`src/rtl/tcm_bank_ctrl.sv`:
```
// Banked TCM controller: word-interleaved SRAM banks shared by imem/dmem,
// round-robin on same-bank conflicts, byte masking and error responses.
module tcm_bank_ctrl #(
    parameter int          NUM_BANKS  = 2,
    parameter int          BANK_DEPTH = 512,
    parameter int          BANK_AW    = 9,
    parameter logic [31:0] BASE_ADDR  = 32'h0000_0000
) (
    input  logic                           clk,
    input  logic                           rst_n,
    input  logic                           imem_req_i,
    input  logic [31:0]                    imem_addr_i,
    output logic                           imem_req_ack_o,
    output logic [31:0]                    imem_rdata_o,
    output logic [1:0]                     imem_resp_o,
    input  logic                           dmem_req_i,
    input  logic                           dmem_cmd_i,
    input  logic [1:0]                     dmem_width_i,
    input  logic [31:0]                    dmem_addr_i,
    input  logic [31:0]                    dmem_wdata_i,
    output logic                           dmem_req_ack_o,
    output logic [31:0]                    dmem_rdata_o,
    output logic [1:0]                     dmem_resp_o,
    output logic [NUM_BANKS-1:0]           sram_csb_o,
    output logic [NUM_BANKS-1:0]           sram_web_o,
    output logic [4*NUM_BANKS-1:0]         sram_wmask_o,
    output logic [BANK_AW*NUM_BANKS-1:0]   sram_addr_o,
    output logic [32*NUM_BANKS-1:0]        sram_din_o,
    input  logic [32*NUM_BANKS-1:0]        sram_dout_i
);

    localparam int          LG  = (NUM_BANKS > 1) ? $clog2(NUM_BANKS) : 0;
    localparam int          BIW = (NUM_BANKS > 1) ? LG : 1;
    localparam logic [32:0] WIN = 33'(4 * NUM_BANKS * BANK_DEPTH);
    localparam logic [31:0] BMASK = 32'(NUM_BANKS - 1);

    localparam logic [1:0] RSP_IDLE = 2'b00;
    localparam logic [1:0] RSP_RDY  = 2'b01;
    localparam logic [1:0] RSP_ER   = 2'b10;

    logic [31:0]        i_off, d_off;
    logic [BIW-1:0]     i_bank, d_bank;
    logic [BANK_AW-1:0] i_row, d_row;
    logic               i_err, d_err, i_go, d_go, conflict, i_win, d_win;
    logic [31:0]        d_din;
    logic [3:0]         d_mask;
    logic               rr;

    logic [1:0]         i_resp_q, d_resp_q;
    logic [BIW-1:0]     i_bank_q, d_bank_q;
    logic               d_rd_q;

    // Offset wraps for addresses below BASE_ADDR, so one compare covers both ends.
    assign i_off  = imem_addr_i - BASE_ADDR;
    assign d_off  = dmem_addr_i - BASE_ADDR;
    assign i_bank = BIW'((i_off >> 2) & BMASK);
    assign d_bank = BIW'((d_off >> 2) & BMASK);
    assign i_row  = BANK_AW'(i_off >> (2 + LG));
    assign d_row  = BANK_AW'(d_off >> (2 + LG));

    assign i_err = ({1'b0, i_off} >= WIN) || (imem_addr_i[1:0] != 2'b00);
    assign d_err = ({1'b0, d_off} >= WIN) || (dmem_width_i == 2'b11)
                || (dmem_width_i == 2'b01 && dmem_addr_i[0])
                || (dmem_width_i == 2'b10 && dmem_addr_i[1:0] != 2'b00);

    assign i_go     = imem_req_i && !i_err;
    assign d_go     = dmem_req_i && !d_err;
    assign conflict = i_go && d_go && (i_bank == d_bank);
    // rr = 0 favours dmem; it flips after every contended grant.
    assign i_win    = i_go && (!conflict || rr);
    assign d_win    = d_go && (!conflict || !rr);

    assign imem_req_ack_o = rst_n && imem_req_i && (i_err || i_win);
    assign dmem_req_ack_o = rst_n && dmem_req_i && (d_err || d_win);

    always_comb begin
        d_din  = dmem_wdata_i;
        d_mask = 4'b1111;
        case (dmem_width_i)
            2'b00: begin
                d_din  = {4{dmem_wdata_i[7:0]}};
                d_mask = 4'b0001 << dmem_addr_i[1:0];
            end
            2'b01: begin
                d_din  = {2{dmem_wdata_i[15:0]}};
                d_mask = 4'b0011 << dmem_addr_i[1:0];
            end
            default: ;
        endcase
        if (!dmem_cmd_i) d_mask = 4'b1111;
    end

    always_comb begin
        sram_csb_o   = '1;
        sram_web_o   = '1;
        sram_wmask_o = '0;
        sram_addr_o  = '0;
        sram_din_o   = '0;
        for (int b = 0; b < NUM_BANKS; b++) begin
            if (d_win && d_bank == BIW'(b)) begin
                sram_csb_o[b]                   = 1'b0;
                sram_web_o[b]                   = ~dmem_cmd_i;
                sram_wmask_o[4*b +: 4]          = d_mask;
                sram_addr_o[BANK_AW*b +: BANK_AW] = d_row;
                sram_din_o[32*b +: 32]          = dmem_cmd_i ? d_din : 32'h0;
            end else if (i_win && i_bank == BIW'(b)) begin
                sram_csb_o[b]                   = 1'b0;
                sram_wmask_o[4*b +: 4]          = 4'b1111;
                sram_addr_o[BANK_AW*b +: BANK_AW] = i_row;
            end
        end
        if (!rst_n) begin
            sram_csb_o = '1;
            sram_web_o = '1;
        end
    end

    always_ff @(posedge clk or negedge rst_n) begin
        if (!rst_n) begin
            i_resp_q <= RSP_IDLE;
            d_resp_q <= RSP_IDLE;
            i_bank_q <= '0;
            d_bank_q <= '0;
            d_rd_q   <= 1'b0;
            rr       <= 1'b0;
        end else begin
            i_resp_q <= imem_req_ack_o ? (i_err ? RSP_ER : RSP_RDY) : RSP_IDLE;
            d_resp_q <= dmem_req_ack_o ? (d_err ? RSP_ER : RSP_RDY) : RSP_IDLE;
            i_bank_q <= i_bank;
            d_bank_q <= d_bank;
            d_rd_q   <= !dmem_cmd_i;
            if (conflict) rr <= !rr;
        end
    end

    assign imem_resp_o  = i_resp_q;
    assign dmem_resp_o  = d_resp_q;
    assign imem_rdata_o = (i_resp_q == RSP_RDY) ? sram_dout_i[32*int'(i_bank_q) +: 32] : 32'h0;
    assign dmem_rdata_o = (d_resp_q == RSP_RDY && d_rd_q)
                        ? sram_dout_i[32*int'(d_bank_q) +: 32] : 32'h0;

endmodule

```
`config.mk`:
```
export PLATFORM = sky130hd
export DESIGN_NAME = tcm_bank_ctrl
export DESIGN_NICKNAME = d
export VERILOG_FILES = /design/src/rtl/tcm_bank_ctrl.sv
export SDC_FILE = /design/constraint.sdc
export NUM_CORES = 1
export LEC_CHECK = 0
export CORE_AREA = 2 2 127 129
export DETAILED_ROUTE_END_ITERATION = 10
export DIE_AREA = 0 0 129 131
export GPL_TIMING_DRIVEN = 0
export PLACE_DENSITY = 0.62
export SLEW_MARGIN = 5
export SYNTH_ARGS = -nofsm -noshare
export SYNTH_HDL_FRONTEND = slang
export SYNTH_SLANG_ARGS = --single-unit
```
`constraint.sdc`:
```
create_clock -name clk -period 3.1 [get_ports clk]
set_clock_uncertainty 0.15 [all_clocks]
set_input_delay 0.62 -clock clk [delete_from_list [all_inputs] [get_ports clk]]
set_output_delay 0.62 -clock clk [all_outputs]
set_load 0.005 [all_outputs]
```
## Yosys cells after proc, flatten, opt, wreduce, memory -nomap -nowiden

Index checks and enable logic that the tools add are counted.

| word-level totals | value |
|---|---|
| register bits | 8 |
| logic and storage cells | 82 |
| output and inout port bits | 164 |

| cells by class | value |
|---|---|
| muxes and demuxes | 28 |
| bitwise logic cells | 3 |
| reduce and logical (&&, ||, !) cells | 33 |
| magnitude comparators | 2 |
| equality and inequality tests | 6 |
| shift-type cells | 4 |

Operators by type and width:

| operator | count |
|---|---|
| $mux 32 | 5 |
| $shiftx 64x7->32 | 2 |
| $ge 32x13->1 const B | 2 |
| $pmux 32 s2 | 1 |
| $mux 9 | 4 |
| $mux 4 | 5 |
| $logic_and 1x1->1 | 17 |
| $mux 2 | 6 |
| $logic_or 1x1->1 | 8 |
| $pmux 4 s2 | 1 |
| $eq 2x1->1 const B | 3 |
| $mux 1 | 6 |
| $logic_not 1->1 | 5 |
| $eq 2x2->1 const B | 2 |
| $reduce_bool 2->1 | 2 |
| $shl 1x2->4 const A | 1 |
| $shl 2x2->4 const A | 1 |
| $not 1->1 | 3 |
| $logic_not 2->1 | 1 |
| $eq 1x1->1 | 1 |

## Depth between registers and ports, before layout

| depth | value |
|---|---|
| depth after elaboration | 15 |
| depth in mapped cells | 8 |
| mapped depth without buffers | 5 |

## Least setup slack after synthesis

OpenSTA, ideal clock, no wires.

| path | value |
|---|---|
| path type | input-to-output |
| start | input port imem_addr_i[14] |
| end | output port sram_addr_o[2] |
| buffers on the path | 1 |
| cell stages on the path | 6 |
| required time | 2.330 ns |
| setup slack | 0.212 ns |
| arrival | 2.118 ns |
| cells stage by stage | or4_4 -> nor2_4 -> nand3_2 -> buf_6 -> or4b_1 -> o21ai_0 |

| between the ends | value |
|---|---|
| longest elaborated chain between the ends | 12 |
| elaborated cells on any way between the ends | 15 |
| those cells by class | 1 x order compare; 2 x mux; 12 x reduce/logical |

Ends and longest elaborated chain:

| what | line | text |
|---|---|---|
| from (decl) | 12 | `input logic [31:0] imem_addr_i,` |
| $ge 32x13->1 * | 61 | `assign i_err = ({1'b0, i_off} >= WIN) \|\| (imem_addr_i[1:0] != 2'b00);` |
| $logic_or 1x1->1 * | 61 |  |
| $logic_not 1->1 * | 66 | `assign i_go = imem_req_i && !i_err;` |
| $logic_and 1x1->1 * | 66 |  |
| $logic_and 1x1->1 (2 in series) | 68 | `assign conflict = i_go && d_go && (i_bank == d_bank);` |
| $logic_not 1->1 | 70, 71 |  |
| $logic_or 1x1->1 | 70 | `assign i_win = i_go && (!conflict \|\| rr);` |
| $logic_and 1x1->1 | 70 |  |
| $logic_and 1x1->1 | 106 | `end else if (i_win && i_bank == BIW'(b)) begin` |
| $mux 9 | 106 |  |
| $mux 9 * | 100 | `if (d_win && d_bank == BIW'(b)) begin` |
| to (decl) | 27 | `output logic [BANK_AW*NUM_BANKS-1:0] sram_addr_o,` |

Mark *: on every way between the ends. The rest lies on a longest branch, timed or not.

## Worst setup path in the final report

| path | value |
|---|---|
| start | input port imem_addr_i[31] |
| end | output port sram_addr_o[7] |

The elaborated chain is that of the path after synthesis.

==> flow_results.org <==
** STA
- Endpoints failing setup :: 75
- Tightest hold margin :: 0.541 ns
- Setup repair after global routing could not meet its margin everywhere.
- The number of endpoints with negative hold slack in the final report was 0.
- The total count of max-transition violations in the final report was 0.
- Final Worst Setup Slack :: -0.124 ns
- Achievable Freq :: 310 MHz
- In this run the tightest slew margin relative to its limit is 0.506.
- Final period demand of the worst path :: 3.22 ns
- Measured slew at the worst slew-check pin :: 0.738 ns
- Final worst path period share :: 1.04

** Route
- DR DRC count :: 0
- Mean number of vias per cell :: 4.60
- Initial DRC count :: 148
- Across all layers, the routed design uses 4796 vias.
- The count of nets left with antenna violations once routing finished came out at 0.
- Drt wl/cell :: 17.5 µm
- Sum of routed wire length over all layers :: 18200 µm
- The first detailed-routing pass ran for 4 iterations.

** Flow run
- Maximum capacitance violations :: 0

** GRT
- Entering global routing, the biggest net connects 16 pins.
- The first global-routing pass estimated 25500 µm of wire.
- Global route overflow :: 0
- Global-route usage over all layers :: 0.193
- The number of global-route vias before repair is 4703.
- Initial antenna violation count :: 3

** Placement
- Routability-driven placement finished with a final weighted congestion of 0.848.
- Port Buf Inserts :: 328
- Cell count after placement :: 974
- Once detailed placement completed, the half-perimeter wirelength came to 14100 µm.

** Yosys
- Seq/Total Area, Yosys :: 0.0730
- Unique cell type count in the Yosys netlist :: 38
- By area the synthesized netlist is led by mux2i_1 (27%), nor2_1 (17%), dfrtp_1 (7.3%), nand2_1 (6.7%), mux2_2 (6.6%).
- A synthesized cell averages 6.38 µm².
- The share of synthesized area in the top cell type comes to 0.267.
- After synthesis the cells add up to 2740 µm².
- FFs w/ async S/R, synth :: 1.00
- Most repeated cell in the gate-level netlist after synthesis :: nor2_1
- In this run, synthesis inferred 0 flip-flops with an integrated enable.
- Net Count, Synth :: 597
- Synthesis warning total :: 0
- Most frequent cells after synthesis :: nor2_1 (125), mux2i_1 (73), nand2_1 (49)
- Summed over all instances, the cell type with the most area after synthesis is mux2i_1.
- Counting flops and latches in the post-synthesis netlist gives 8.
- Number of standard cells after synthesis :: 430
- Top flip-flop cell by instance count after synthesis :: dfrtp_1

** Min path
- Depth of the worst hold-timing path :: 1
- Source of the worst hold timing path :: imem_addr_i[2]
- The path class of the tightest hold or removal check is in -> reg.
- Min-Delay Endpoint :: i_bank_q

** Final layout
- The count of cells in the finished layout, fillers not included, comes to 1043.
- For this run, the post-layout net count is 994.
- Filler Cell Count :: 1581
- Fraction of layout cells with a size suffix above 1 :: 0.372
- From synthesis to final layout, the design area changed by 166%.

** Power and ir drop
- Total chip power :: 0.785 mW
- In this run the power density over the cells is 108 nW/µm².
- Largest voltage drop on the vdd net :: 128 µV
- Leakage power total :: 3.28 nW

** Worst setup path
- Arr. time, crit path :: 2.45 ns
- Among the stages of the critical path, the cell type that occurs most often is buf_6.
- STA puts the critical path data required time at 2.33 ns.
- RR Startpoint :: rr
- By startpoint and endpoint, the worst setup path is classified as in -> out.
- Cell-by-cell listing of the critical path :: buf_6 -> or4_4 -> nor2_4 -> nand3_4 -> buf_6 -> or4b_1 -> o21ai_1 -> buf_2
- Depth of the most critical reg-to-reg path :: 2
- STA classifies the critical path endpoint as an output pin.
- STA classifies the critical path startpoint as an input pin.
- R2R Path End :: imem_resp_o[0]
- Setup slack, reg-to-reg :: 1.78 ns
- Max Fanout on Critical Path :: 5
- Highest cell delay on the worst timing path :: 0.53 ns
- Among all stages on the critical path, the largest delay is contributed by or4_4.

** Run status
- Failing checks :: setup timing
- The flow ran to the end, but the final reports show violations.

** Clock network
- Number of sinks on the clock net :: 8
- Clock Latency Late Sink :: 0.23 ns
- The longest clock path from root to sink contains 2 buffers.
- TritonCTS clock tree :: yes
- In this run the number of H-tree levels came out at 1.
- The root buffer cell chosen for the clock tree is clkbuf_16.
- Total clock buffers created by CTS :: 3
- Clock transition at path regs :: 0.04 ns

** Floorplanning
- The core region is 15600 µm².
- The initial utilization of the core area, before any placement, comes to 0.176.
- Die span in y :: 131 µm
- During I/O placement, the number of pins put on the boundary was 331.
- Standard-cell row count :: 46
- Horizontal die dimension :: 129 µm
- Die Area :: 16900 µm²
worst max-delay path by stage:
stage               cells past startpoint  slack [ns]            start             end
floorplan                               6        0.21  imem_addr_i[14]  sram_addr_o[2]
global placement                        8       -1.38  dmem_addr_i[13]  sram_din_o[39]
detailed placement                      8       -1.40  dmem_addr_i[13]  sram_din_o[39]
CTS                                     8       -0.14  imem_addr_i[29]  sram_addr_o[7]
global route                            8       -0.22  imem_addr_i[31]  sram_addr_o[7]
finish                                  8       -0.12  imem_addr_i[31]  sram_addr_o[7]
registers in the layout, summed over array words and instances, names as in the netlist:
register     count
rr               1
dmem_resp_o      2
d_bank_q         1
d_rd_q           1
i_bank_q         1
imem_resp_o      2
worst max-delay path, delay by kind of cell:
kind                   cells  cell delay (ns)
buffers and inverters      3             0.37
AOI/OAI and AO/OA          1             0.08
and+or+nand+nor            4             1.38
cell type report:
cell class	count	area [µm²]	share of cell area
antenna	2	5.00	0.000686
buffer	33	216	0.0297
clock buffer	3	75.1	0.0103
inverter	12	45.0	0.00617
multi-input combinational	372	2850	0.390
sequential	8	200	0.0274
tap	216	270	0.0370
timing repair buffer	397	3640	0.499
timing repair:
item,4_1_cts,5_1_grt
endpoints found under the setup margin,96,127
gates resized for setup,571,140
pin swaps,41,36
gates cloned,5,3
hold buffers,0,0
buffers inserted,51,16
per-layer routing:
| metal | track usage | vias to the layer above | share of wire |
|---|---|---|---|
| met5 | 0 | - | 0.00071 |
| met4 | 0.0607 | 2 | 0.026 |
| met3 | 0.0480 | 28 | 0.082 |
| met2 | 0.382 | 254 | 0.54 |
| met1 | 0.198 | 2213 | 0.36 |
| li1 | - | 2299 | - |
cell families after synthesis:
family / synth area share
compound gates: 0.102
xor+xnor: 0.00639
buf+inv: 0.0826
flops: 0.0730
mux: 0.332
simple gates: 0.403
metrics by stage:
| stage | worst slack [ns] | instance area, µm² | setup TNS [ns] | utilization |
|---|---|---|---|---|
| 3_5_place_dp | -1.40 | 6290 | -119.11 | 0.404 |
| 2_1_floorplan | 0.212 | 2740 | 0 | - |
| 4_1_cts | -0.142 | 6930 | -3.14 | 0.444 |
| 3_3_place_gp | -1.38 | 6290 | -117.10 | 0.404 |
| 6_report | -0.124 | 7300 | -5.02 | 0.468 |
| 5_1_grt | -0.223 | 7300 | -11.63 | 0.468 |
where the power goes:
part / internal (mW) / switching, mW
clock network: 0.166 / 0.0448
registers: 0.108 / 0.00105
logic: 0.265 / 0.200
layout by cell type, fill, tap and decap left out, types with 3 or more instances in the layout:
cell type        instances
buf_12                   4
dfrtp_1                  8
a21oi_2                  3
o21ai_1                 10
nor4_2                   6
clkbuf_16                6
buf_4                   25
o32ai_2                  7
clkdlybuf4s50_1        186
buf_8                    6
mux2_2                  16
or4b_1                   8
nor2_1                  93
inv_1                   12
and3_4                   9
nor2_2                  21
clkdlybuf4s15_1         23
o21ai_0                  8
and3_1                   8
buf_6                   53
nor2_4                  12
mux2i_1                 73
dlygate4sd2_1            9
o21ai_2                  6
clkbuf_1                15
clkbuf_2                16
nor4_4                   4
nand2_1                 47
clkdlybuf4s15_2          3
buf_2                   82
No activity file was read; power rests on OpenSTA's default activity.
